<file path="src/rtl/mem_pkg.sv">
// mem_pkg: shared types and decode helpers for the memory stage.
// Memory-op encodings, FSM state enum and op-class predicates used by
// mem_stage and load_align.
package mem_pkg;

    typedef enum logic [3:0] {
        MEMOP_NONE = 4'd0,
        MEMOP_LW   = 4'd1,
        MEMOP_LH   = 4'd2,
        MEMOP_LHU  = 4'd3,
        MEMOP_LB   = 4'd4,
        MEMOP_LBU  = 4'd5,
        MEMOP_SW   = 4'd6,
        MEMOP_SH   = 4'd7,
        MEMOP_SB   = 4'd8
    } memop_t;

    typedef enum logic [0:0] {
        ST_IDLE = 1'b0,
        ST_WAIT = 1'b1
    } state_t;

    // Encodings 9..15 fall outside every class below and so act as NONE.
    function automatic logic is_load(input logic [3:0] op);
        return (op >= 4'd1) && (op <= 4'd5);
    endfunction

    function automatic logic is_store(input logic [3:0] op);
        return (op >= 4'd6) && (op <= 4'd8);
    endfunction

    function automatic logic is_word(input logic [3:0] op);
        return (op == MEMOP_LW) || (op == MEMOP_SW);
    endfunction

    function automatic logic is_half(input logic [3:0] op);
        return (op == MEMOP_LH) || (op == MEMOP_LHU) || (op == MEMOP_SH);
    endfunction

    function automatic logic is_byte(input logic [3:0] op);
        return (op == MEMOP_LB) || (op == MEMOP_LBU) || (op == MEMOP_SB);
    endfunction

    // Word ops need a == 0, halfword ops need an even byte address.
    function automatic logic is_misaligned(input logic [3:0] op, input logic [1:0] a);
        return (is_word(op) && (a != 2'b00)) || (is_half(op) && a[0]);
    endfunction

endpackage

</file>
<file path="src/rtl/mem_stage_load_align.sv">
// load_align: combinational load-data lane select and sign/zero extension.
// Halfwords come from the lane pair picked by a[1]; bytes from lane a.
module load_align
    import mem_pkg::*;
(
    input  logic [31:0] rdata,
    input  logic [1:0]  a,
    input  logic [3:0]  op,
    output logic [31:0] data
);

    logic [15:0] half_s;
    logic [7:0]  byte_s;

    // Select the halfword lane pair addressed by a[1].
    always_comb begin
        if (a[1]) begin
            half_s = rdata[31:16];
        end else begin
            half_s = rdata[15:0];
        end
    end

    // Select the byte lane addressed by a.
    always_comb begin
        case (a)
            2'd0:    byte_s = rdata[7:0];
            2'd1:    byte_s = rdata[15:8];
            2'd2:    byte_s = rdata[23:16];
            2'd3:    byte_s = rdata[31:24];
            default: byte_s = rdata[7:0];
        endcase
    end

    // Extend the selected lane according to the load flavour.
    always_comb begin
        data = rdata;
        case (op)
            MEMOP_LH:  data = {{16{half_s[15]}}, half_s};
            MEMOP_LHU: data = {16'h0000, half_s};
            MEMOP_LB:  data = {{24{byte_s[7]}}, byte_s};
            MEMOP_LBU: data = {24'h000000, byte_s};
            default:   data = rdata;
        endcase
    end

endmodule

</file>
<file path="src/rtl/mem_stage.sv">
// mem_stage: MIPS memory stage. Registers the execute result, runs loads and
// stores over a req/ack data-memory handshake, aligns load data and hands one
// registered result per instruction to write-back.
// Optional feature: define MEM_MISALIGN_TRAP_EN to trap misaligned word and
// halfword accesses instead of issuing them.
module mem_stage
    import mem_pkg::*;
#(
    parameter int AW = 32
) (
    input  logic          clk,
    input  logic          rst,
    input  logic          ex_valid,
    output logic          ex_ready,
    input  logic [31:0]   ex_aluresult,
    input  logic [3:0]    ex_memop,
    input  logic [31:0]   ex_storedata,
    input  logic [4:0]    ex_rd,
    input  logic          ex_regwrite,
    output logic          dmem_req,
    output logic          dmem_we,
    output logic [AW-1:0] dmem_addr,
    output logic [3:0]    dmem_be,
    output logic [31:0]   dmem_wdata,
    input  logic          dmem_ack,
    input  logic [31:0]   dmem_rdata,
    output logic          wb_valid,
    output logic [31:0]   wb_data,
    output logic [4:0]    wb_rd,
    output logic          wb_regwrite,
    output logic          stall,
    output logic          misalign
);

    localparam logic [AW-1:0] ADDR_MASK = {{(AW-2){1'b1}}, 2'b00};

    state_t        state_r;
    state_t        state_nxt_s;

    logic          ex_ready_s;
    logic          accept_s;
    logic          mem_op_s;
    logic          trap_s;
    logic          go_wait_s;
    logic          done_s;
    logic [AW-1:0] ext_addr_s;
    logic [3:0]    be_s;
    logic [31:0]   wdata_s;
    logic [31:0]   load_data_s;

    // Instruction held while the access is outstanding.
    logic [31:0]   addr_r;
    logic [3:0]    op_r;
    logic [4:0]    rd_r;
    logic          regwrite_r;

    logic          dmem_req_r;
    logic          dmem_we_r;
    logic [AW-1:0] dmem_addr_r;
    logic [3:0]    dmem_be_r;
    logic [31:0]   dmem_wdata_r;

    logic          wb_valid_r;
    logic [31:0]   wb_data_r;
    logic [4:0]    wb_rd_r;
    logic          wb_regwrite_r;
    logic          misalign_r;

    assign ex_ready_s = (state_r == ST_IDLE);
    assign accept_s   = ex_valid && ex_ready_s;
    assign mem_op_s   = is_load(ex_memop) || is_store(ex_memop);
    assign done_s     = (state_r == ST_WAIT) && dmem_ack;
    assign ext_addr_s = AW'(ex_aluresult);

`ifdef MEM_MISALIGN_TRAP_EN
    assign trap_s = is_misaligned(ex_memop, ex_aluresult[1:0]);
`else
    assign trap_s = 1'b0;
`endif

    // A trapped access never enters WAIT, so it never raises dmem_req.
    assign go_wait_s = accept_s && mem_op_s && !trap_s;

    // FSM state register.
    always_ff @(posedge clk) begin
        if (rst) begin
            state_r <= ST_IDLE;
        end else begin
            state_r <= state_nxt_s;
        end
    end

    // FSM next state: leave IDLE on an issued access, return on ack.
    always_comb begin
        state_nxt_s = state_r;
        case (state_r)
            ST_IDLE: begin
                if (go_wait_s) begin
                    state_nxt_s = ST_WAIT;
                end else begin
                    state_nxt_s = ST_IDLE;
                end
            end
            ST_WAIT: begin
                if (dmem_ack) begin
                    state_nxt_s = ST_IDLE;
                end else begin
                    state_nxt_s = ST_WAIT;
                end
            end
            default: state_nxt_s = ST_IDLE;
        endcase
    end

    // Byte enables and lane-replicated store data for the incoming op.
    always_comb begin
        be_s    = 4'b1111;
        wdata_s = 32'h0000_0000;
        case (ex_memop)
            MEMOP_SW: begin
                be_s    = 4'b1111;
                wdata_s = ex_storedata;
            end
            MEMOP_SH: begin
                be_s    = ex_aluresult[1] ? 4'b1100 : 4'b0011;
                wdata_s = {2{ex_storedata[15:0]}};
            end
            MEMOP_SB: begin
                be_s    = 4'b0001 << ex_aluresult[1:0];
                wdata_s = {4{ex_storedata[7:0]}};
            end
            default: begin
                be_s    = 4'b1111;
                wdata_s = 32'h0000_0000;
            end
        endcase
    end

    // Data-memory request registers: loaded on issue, held through WAIT,
    // cleared when the ack completes the access.
    always_ff @(posedge clk) begin
        if (rst) begin
            dmem_req_r   <= 1'b0;
            dmem_we_r    <= 1'b0;
            dmem_addr_r  <= {AW{1'b0}};
            dmem_be_r    <= 4'b0000;
            dmem_wdata_r <= 32'h0000_0000;
        end else if (go_wait_s) begin
            dmem_req_r   <= 1'b1;
            dmem_we_r    <= is_store(ex_memop);
            dmem_addr_r  <= ext_addr_s & ADDR_MASK;
            dmem_be_r    <= be_s;
            dmem_wdata_r <= wdata_s;
        end else if (done_s) begin
            dmem_req_r   <= 1'b0;
            dmem_we_r    <= 1'b0;
            dmem_addr_r  <= {AW{1'b0}};
            dmem_be_r    <= 4'b0000;
            dmem_wdata_r <= 32'h0000_0000;
        end
    end

    // Pipeline register holding the instruction that owns the access.
    always_ff @(posedge clk) begin
        if (rst) begin
            addr_r     <= 32'h0000_0000;
            op_r       <= MEMOP_NONE;
            rd_r       <= 5'd0;
            regwrite_r <= 1'b0;
        end else if (go_wait_s) begin
            addr_r     <= ex_aluresult;
            op_r       <= ex_memop;
            rd_r       <= ex_rd;
            regwrite_r <= ex_regwrite;
        end
    end

    load_align u_load_align (
        .rdata (dmem_rdata),
        .a     (addr_r[1:0]),
        .op    (op_r),
        .data  (load_data_s)
    );

    // Write-back register: one-cycle wb_valid pulse per retired instruction.
    always_ff @(posedge clk) begin
        if (rst) begin
            wb_valid_r    <= 1'b0;
            wb_data_r     <= 32'h0000_0000;
            wb_rd_r       <= 5'd0;
            wb_regwrite_r <= 1'b0;
            misalign_r    <= 1'b0;
        end else begin
            wb_valid_r <= 1'b0;
            misalign_r <= 1'b0;
            if (accept_s && !mem_op_s) begin
                wb_valid_r    <= 1'b1;
                wb_data_r     <= ex_aluresult;
                wb_rd_r       <= ex_rd;
                wb_regwrite_r <= ex_regwrite;
            end else if (accept_s && trap_s) begin
                wb_valid_r    <= 1'b1;
                wb_data_r     <= ex_aluresult;
                wb_rd_r       <= ex_rd;
                wb_regwrite_r <= 1'b0;
                misalign_r    <= 1'b1;
            end else if (done_s) begin
                wb_valid_r <= 1'b1;
                wb_rd_r    <= rd_r;
                if (is_store(op_r)) begin
                    wb_data_r     <= addr_r;
                    wb_regwrite_r <= 1'b0;
                end else begin
                    wb_data_r     <= load_data_s;
                    wb_regwrite_r <= regwrite_r;
                end
            end
        end
    end

    assign ex_ready    = ex_ready_s;
    assign stall       = ~ex_ready_s;
    assign dmem_req    = dmem_req_r;
    assign dmem_we     = dmem_we_r;
    assign dmem_addr   = dmem_addr_r;
    assign dmem_be     = dmem_be_r;
    assign dmem_wdata  = dmem_wdata_r;
    assign wb_valid    = wb_valid_r;
    assign wb_data     = wb_data_r;
    assign wb_rd       = wb_rd_r;
    assign wb_regwrite = wb_regwrite_r;
    assign misalign    = misalign_r;

endmodule

</file>
<file path="config.mk">
export PLATFORM = sky130hd
export DESIGN_NAME = mem_stage
export DESIGN_NICKNAME = d
export VERILOG_FILES = /design/src/rtl/mem_pkg.sv /design/src/rtl/mem_stage_load_align.sv /design/src/rtl/mem_stage.sv
export SDC_FILE = /design/constraint.sdc
export NUM_CORES = 1
export LEC_CHECK = 0
export ABC_AREA = 1
export BUFFER_PORTS_ARGS = -buffer_cell sky130_fd_sc_hd__buf_2
export CELL_PAD_IN_SITES_DETAIL_PLACEMENT = 0
export CELL_PAD_IN_SITES_GLOBAL_PLACEMENT = 1
export CORE_UTILIZATION = 31
export CTS_CLUSTER_DIAMETER = 30
export DETAILED_ROUTE_END_ITERATION = 7
export PLACE_DENSITY = 0.69
export SYNTH_ARGS = -nofsm -noshare
export SYNTH_HDL_FRONTEND = slang
export SYNTH_SLANG_ARGS = --single-unit
export TNS_END_PERCENT = 1
</file>
<file path="constraint.sdc">
create_clock -name clk -period 3.47 [get_ports clk]
set_clock_uncertainty 0.15 [all_clocks]
set_input_delay 0.347 -clock clk [delete_from_list [all_inputs] [get_ports clk]]
set_output_delay 0.347 -clock clk [all_outputs]
set_load 0.02 [all_outputs]
</file>
==> reports/qor.yml, run 1 <==
run_status:
  outcome: "complete, no violations"
cts:
  postCtsHoldBufs: 0
  cts_tree: "done"
  numClockSinks: 150
  numCtsBuffers: 17
  cts_buffer_depth: 2
  cts-root-buf: "clkbuf_16"
  postCtsSetupBuffers: 0
  worstSkewPairLatency_ps: 420
  cts_htree_levels: 4
  cts_resized: 0
  clk_pin_slew_worst_paths_ps: 60
floorplan:
  die_w_microns: 156
  die_area_sq_um: 24400
  core-area_sq_um: 23400
  die_h_microns: 156
  floorplan.initialDensity_pct: 31.4
  rows: 56
  io_pins: 222
route:
  drt_iter0_markers: 490
  met1_length_mm: 11.8
  wl_per_cell_microns: 15.2
  firstDrtPassIters: 7
  dr_wl_met2_mm: 11.4
  routed.top_layer: "met5"
  ant_nets: 0
  dr_wl_met3_mm: 2.05
  wirelength_mm: 25.4
  drc: 0
  route.vias.total: 7809
  drt-vias-per-instance: 4.67
critical_path:
  critPathRequiredTime_ps: 3680
  slowest_delay_ps: 560
  crit_chain: "nor2_1, nand2_2, inv_2, buf_4, nand2_1, a21oi_1"
  r2r-start: "stall"
  path_max_fanout: 27
  startpoint: "stall"
  cp-end-kind: "flop"
  cp-start-kind: "flop"
  r2r_slack_ps: 1070
  arrival_ps: 2610
  critPathKind: "flop to flop"
  critPathSlowestCell: "inv_2"
pwr:
  p_leak_nw: 4.60
  finalPower_mw: 4.53
  powerDensity_nw_per_um2: 493
  ir_drop_mv: 0.270
placement:
  place_hpwl_mm: 18.1
  io_buffers: 218
  placed_area_sq_um: 8580
  pre_cts_slack_ps: 829
  gp_congestion: 0.935
synth:
  avgSynthCellArea_sq_um: 6.36
  synth_cell_types: 27
  yosys_register_bits: 150
  synthTopCellsByArea: "dfxtp_1 (41%), nand2_1 (22%), a21oi_1 (9.9%), nand3_1 (6.5%), nor2_1 (5.3%)"
  synth_cells: 1157
  ys_warn_count: 0
  synthDominantCellAreaShare_pct: 40.8
  yosysSeqAreaShare_pct: 40.8
  netlist_area_sq_um: 7360
  yosys.area.top_type: "dfxtp_1"
sta:
  tns_ps: 0
  period_needed_ps: 2400
  worst_pin_slew_ps: 1010
  maxSlewViolCount: 0
  fin_crit_sh_pct: 69.3
  slew_headroom_pct: 32.7
  rsz0062_at_grt: "no"
  fmax_mhz: 416
  timing.final.ws_setup_ps: 1070
  setup_viol: 0
  final_hold_viol_count: 0
finish:
  diodes: 0
  fin_area_sq_um: 9190
  layout-drive-gt1-share_pct: 20.9
  mostFrequentLayoutCells: "nand2_1 (430), buf_2 (217), dfxtp_1 (150)"
  nets: 1449
  final_common_cell: "nand2_1"
  syn_to_final_growth_pct: 24.9
global_routing:
  grt_pass1_wl_mm: 39.5
  grt.total_usage_pct: 20.9
  antenna_found_initial: 1
  grt_pass1_vias: 7345
  grt_max_degree: 90
  grt_overflow: 0
run:
  cap_violations: 0
min_path:
  hold_start: "ex_rd[0]"
  hp-class: "input pin to flop"
-- registers in the layout (all words and copies together) (netlist names) --
| register | count |
|---|---|
| addr_r | 32 |
| dmem_addr | 30 |
| dmem_be | 4 |
| dmem_req | 1 |
| dmem_wdata | 32 |
| dmem_we | 1 |
| op_r | 4 |
| rd_r | 5 |
| regwrite_r | 1 |
| stall | 1 |
| wb_data | 32 |
| wb_rd | 5 |
| wb_regwrite | 1 |
| wb_valid | 1 |
-- cells in the mapped netlist --
cell	instances
a21oi_2	1
inv_1	91
o21ai_0	36
nand3_1	96
o211ai_1	1
buf_2	29
or2_2	5
clkbuf_1	24
nor3_1	2
buf_4	10
clkinv_1	1
buf_6	6
nand2_1	431
conb_1	1
o21ai_1	1
a31oi_1	5
a21oi_1	146
nand3_2	2
nand4_1	2
nand3_4	1
a211oi_1	1
nor2_4	2
nor2_1	104
inv_2	5
nand2_2	3
a21oi_4	1
dfxtp_1	150
-- logic make-up after synthesis --
family          synth area share (%)
compound gates                  13.4
buf+inv                         10.1
flops                           40.8
other cells                   0.0510
simple gates                    35.6
-- cell type report --
cell class | instances | area [sq um]
fill | 2704 | 14200
multi-input combinational | 843 | 3620
sequential | 150 | 3000
timing repair buffer | 230 | 1200
clock buffer | 20 | 457
tap | 319 | 399
inverter | 97 | 364
clock inverter | 12 | 145
-- final timing paths --
| check | end | cells past startpoint |
|---|---|---|
| setup / recovery | dmem_addr[4] | 6 |
| hold / removal | rd_r[0] | 3 |
| setup reg to reg | dmem_addr[4] | 6 |
| hold reg to reg | wb_data[12] | 2 |
-- metrics by stage --
stage	util, %	hold WS (ps)	std cells
detailed placement	36.7	287	1639
global route	39.3	30.8	1671
finish	39.3	31.5	1671
global placement	36.7	284	1639
CTS	39.3	11.7	1671
floorplan	-	274	1159
-- power by group --
part	switching [mW]	internal, mW	total, mW
clock network	0.805	1.11	1.92
logic	0.512	0.241	0.753
registers	0.0479	1.81	1.86
-- worst max-delay path, delay by kind of cell, from the launching register on --
family	cells	cell delay (ps)
flip-flops	1	340
buffers and inverters	2	930
AO/OA/AOI/OAI	1	150
AND/OR/NAND/NOR	3	750
-- routing by layer --
metal	up-vias	track usage, %
li1	4006	-
met1	3565	27.5
met2	219	33.3
met3	17	6.44
met4	2	4.72
met5	-	0
No activity file was read; power rests on OpenSTA's default activity.
==> inputs of run 2 (changes only) <==
--- a/config.mk
+++ b/config.mk
@@ -5,14 +5,14 @@
 export SDC_FILE = /design/constraint.sdc
 export NUM_CORES = 1
 export LEC_CHECK = 0
-export ABC_AREA = 1
+export ABC_AREA = 0
 export BUFFER_PORTS_ARGS = -buffer_cell sky130_fd_sc_hd__buf_2
 export CELL_PAD_IN_SITES_DETAIL_PLACEMENT = 0
 export CELL_PAD_IN_SITES_GLOBAL_PLACEMENT = 1
 export CORE_UTILIZATION = 31
 export CTS_CLUSTER_DIAMETER = 30
 export DETAILED_ROUTE_END_ITERATION = 7
-export PLACE_DENSITY = 0.69
+export PLACE_DENSITY = 0.67
 export SYNTH_ARGS = -nofsm -noshare
 export SYNTH_HDL_FRONTEND = slang
 export SYNTH_SLANG_ARGS = --single-unit
==> constraint.sdc (replaced) <==
create_clock -name clk -period 2.4 [get_ports clk]
set_clock_uncertainty 0.15 [all_clocks]
set_input_delay 0.24 -clock clk [delete_from_list [all_inputs] [get_ports clk]]
set_output_delay 0.24 -clock clk [all_outputs]
set_load 0.02 [all_outputs]
==> reports/qor.yml, run 2 <==
cts:
  postCtsSetupBuffers: 0
  numCtsBuffers: 17
  clk_pin_slew_worst_paths_ps: 60
  worstSkewPairLatency_ps: 420
  cts-root-buf: "clkbuf_16"
  cts_htree_levels: 4
  cts_buffer_depth: 2
  numClockSinks: 150
  cts_tree: "done"
critical_path:
  critPathSlowestCell: "dlygate4sd3_1"
  critPathKind: "input pin to flop"
  slowest_delay_ps: 550
  r2r-start: "op_r[2]"
  arrival_ps: 2420
  crit_chain: "dlygate4sd3_1, buf_2, o31ai_1, nand3_2, buf_12, a221oi_1, nor3_1"
  cp-start-kind: "input pin"
  cp-end-kind: "flop"
  critPathRequiredTime_ps: 2530
  path_max_fanout: 26
  startpoint: "ex_memop[1]"
sta:
  timing.final.ws_setup_ps: 119
  fin_crit_sh_pct: 95.1
  period_needed_ps: 2280
  fmax_mhz: 438
  rsz0062_at_grt: "yes"
  setup_viol: 0
  maxSlewViolCount: 0
  slew_headroom_pct: 28.0
  worst_pin_slew_ps: 1080
  final_hold_viol_count: 0
route:
  drt-vias-per-instance: 5.06
  drc: 0
  route.vias.total: 7035
  firstDrtPassIters: 5
  met1_length_mm: 11.4
  wl_per_cell_microns: 17.2
  dr_wl_met2_mm: 10.8
  drt_iter0_markers: 384
  ant_nets: 0
  wirelength_mm: 23.9
  routed.top_layer: "met5"
  dr_wl_met3_mm: 1.31
synth:
  synth_edf_count: 0
  yosys.area.top_type: "dfxtp_1"
  netlist_area_sq_um: 6680
  synth.most_common_cell: "nand2_1"
  ys_warn_count: 0
  postSynth.asyncResetShare_pct: 0
  synthFlopType: "dfxtp_1"
  synthDominantCellAreaShare_pct: 45.0
  avgSynthCellArea_sq_um: 7.86
  synth_cells: 849
  yosys_register_bits: 150
  yosysSeqAreaShare_pct: 45.0
  synthTopCellsByArea: "dfxtp_1 (45%), a21oi_1 (11%), nand2_1 (9.7%), o21ai_0 (4.4%), and3_1 (2.8%)"
  synthTopCellsByCount: "nand2_1 (172), a21oi_1 (153), dfxtp_1 (150), o21ai_0 (59), clkbuf_1 (45)"
  synth_cell_types: 54
pwr:
  powerDensity_nw_per_um2: 713
  ir_drop_mv: 0.450
  p_leak_nw: 4.05
finish:
  final_cells: 1391
  final_util_pct: 44.2
  final_common_cell: "buf_2"
  mostFrequentLayoutCells: "buf_2 (217), nand2_1 (171), a21oi_1 (152)"
  layout-drive-gt1-share_pct: 26.6
  diodes: 0
  nets: 1213
  syn_to_final_growth_pct: 39.7
global_routing:
  grt_max_degree: 60
  grt_overflow: 0
  antenna_found_initial: 1
  grt.total_usage_pct: 21.8
  grt_pass1_vias: 6651
  grt_pass1_wl_mm: 37.4
placement:
  gp_congestion: 0.867
  io_buffers: 218
  dp.cells: 1302
  place_hpwl_mm: 17.0
  pre_cts_slack_ps: 240
min_path:
  hold_start: "ex_storedata[18]"
  hp-class: "input pin to flop"
floorplan:
  floorplan.initialDensity_pct: 31.7
  die_h_microns: 149
  io_pins: 222
  die_area_sq_um: 22100
  die_w_microns: 149
  rows: 53
  core-area_sq_um: 21100
run_status:
  outcome: "complete, no violations"
run:
  cap_violations: 0
run 2: repair_timing:
item / in CTS / in global routing
resized for setup: 0 / 1
hold endpoints to repair: 116 / 0
setup endpoints to repair: 0 / 3
hold buffers: 57 / 0
run 2: per-stage QoR:
step | setup TNS, ps | hold slack, ps | area [sq um] | power, mW
floorplan | 0 | 226 | 6680 | 3.35
global placement | 0 | 289 | 8130 | 3.80
detailed placement | 0 | 293 | 8130 | 3.80
CTS | 0 | 3.74 | 9330 | 6.71
finish | 0 | 12.3 | 9330 | 6.65
global route | -1.74 | 20.0 | 9330 | 6.93
run 2: cell type report:
cell class	instances	area [sq um]
Clock buffer	19	453
Clock inverter	13	168
Fill cell	2176	11800
Inverter	5	18.8
Multi-Input combinational cell	620	3370
Sequential cell	150	3000
Tap cell	275	344
Timing Repair Buffer	309	1970
run 2: worst paths after layout:
kind | depth (start not counted) | slack (ps) | to
worst max-delay path | 7 | 120 | dmem_wdata[20]
worst min-delay path | 3 | 10 | dmem_wdata[18]
worst max register to register | 7 | 280 | wb_data[6]
worst min register to register | 2 | 300 | addr_r[9]
run 2: critical path: cells and delay by family:
kind	cells	cell delay [ps]
AOI/OAI and AO/OA	2	680
buffers and inverters	3	1030
and+or+nand+nor	2	460
run 2: where the power goes:
group | switching [mW] | internal [mW] | total (mW)
combinational | 0.679 | 0.434 | 1.11
sequential | 0.0743 | 2.63 | 2.70
clock | 1.13 | 1.70 | 2.84
run 2: metal layers:
layer  vias to the layer above  track usage (%)
li1                       3541                -
met1                      3262             29.9
met2                       203             33.6
met3                        27             5.05
met4                         2             6.79
met5                         -                0
run 2: logic make-up (layout without fill, tap and decap cells):
family / Yosys count / in the layout / share of synthesized area (%)
AOI/OAI and AO/OA: 317 / 317 / 28.0
xor gates and xnor gates: 1 / 1 / 0.131
buffers and inverters: 81 / 346 / 5.23
DFF: 150 / 150 / 45.0
muxes: 18 / 18 / 2.90
other: 1 / 3 / 0.0562
and+or+nand+nor: 281 / 281 / 18.7
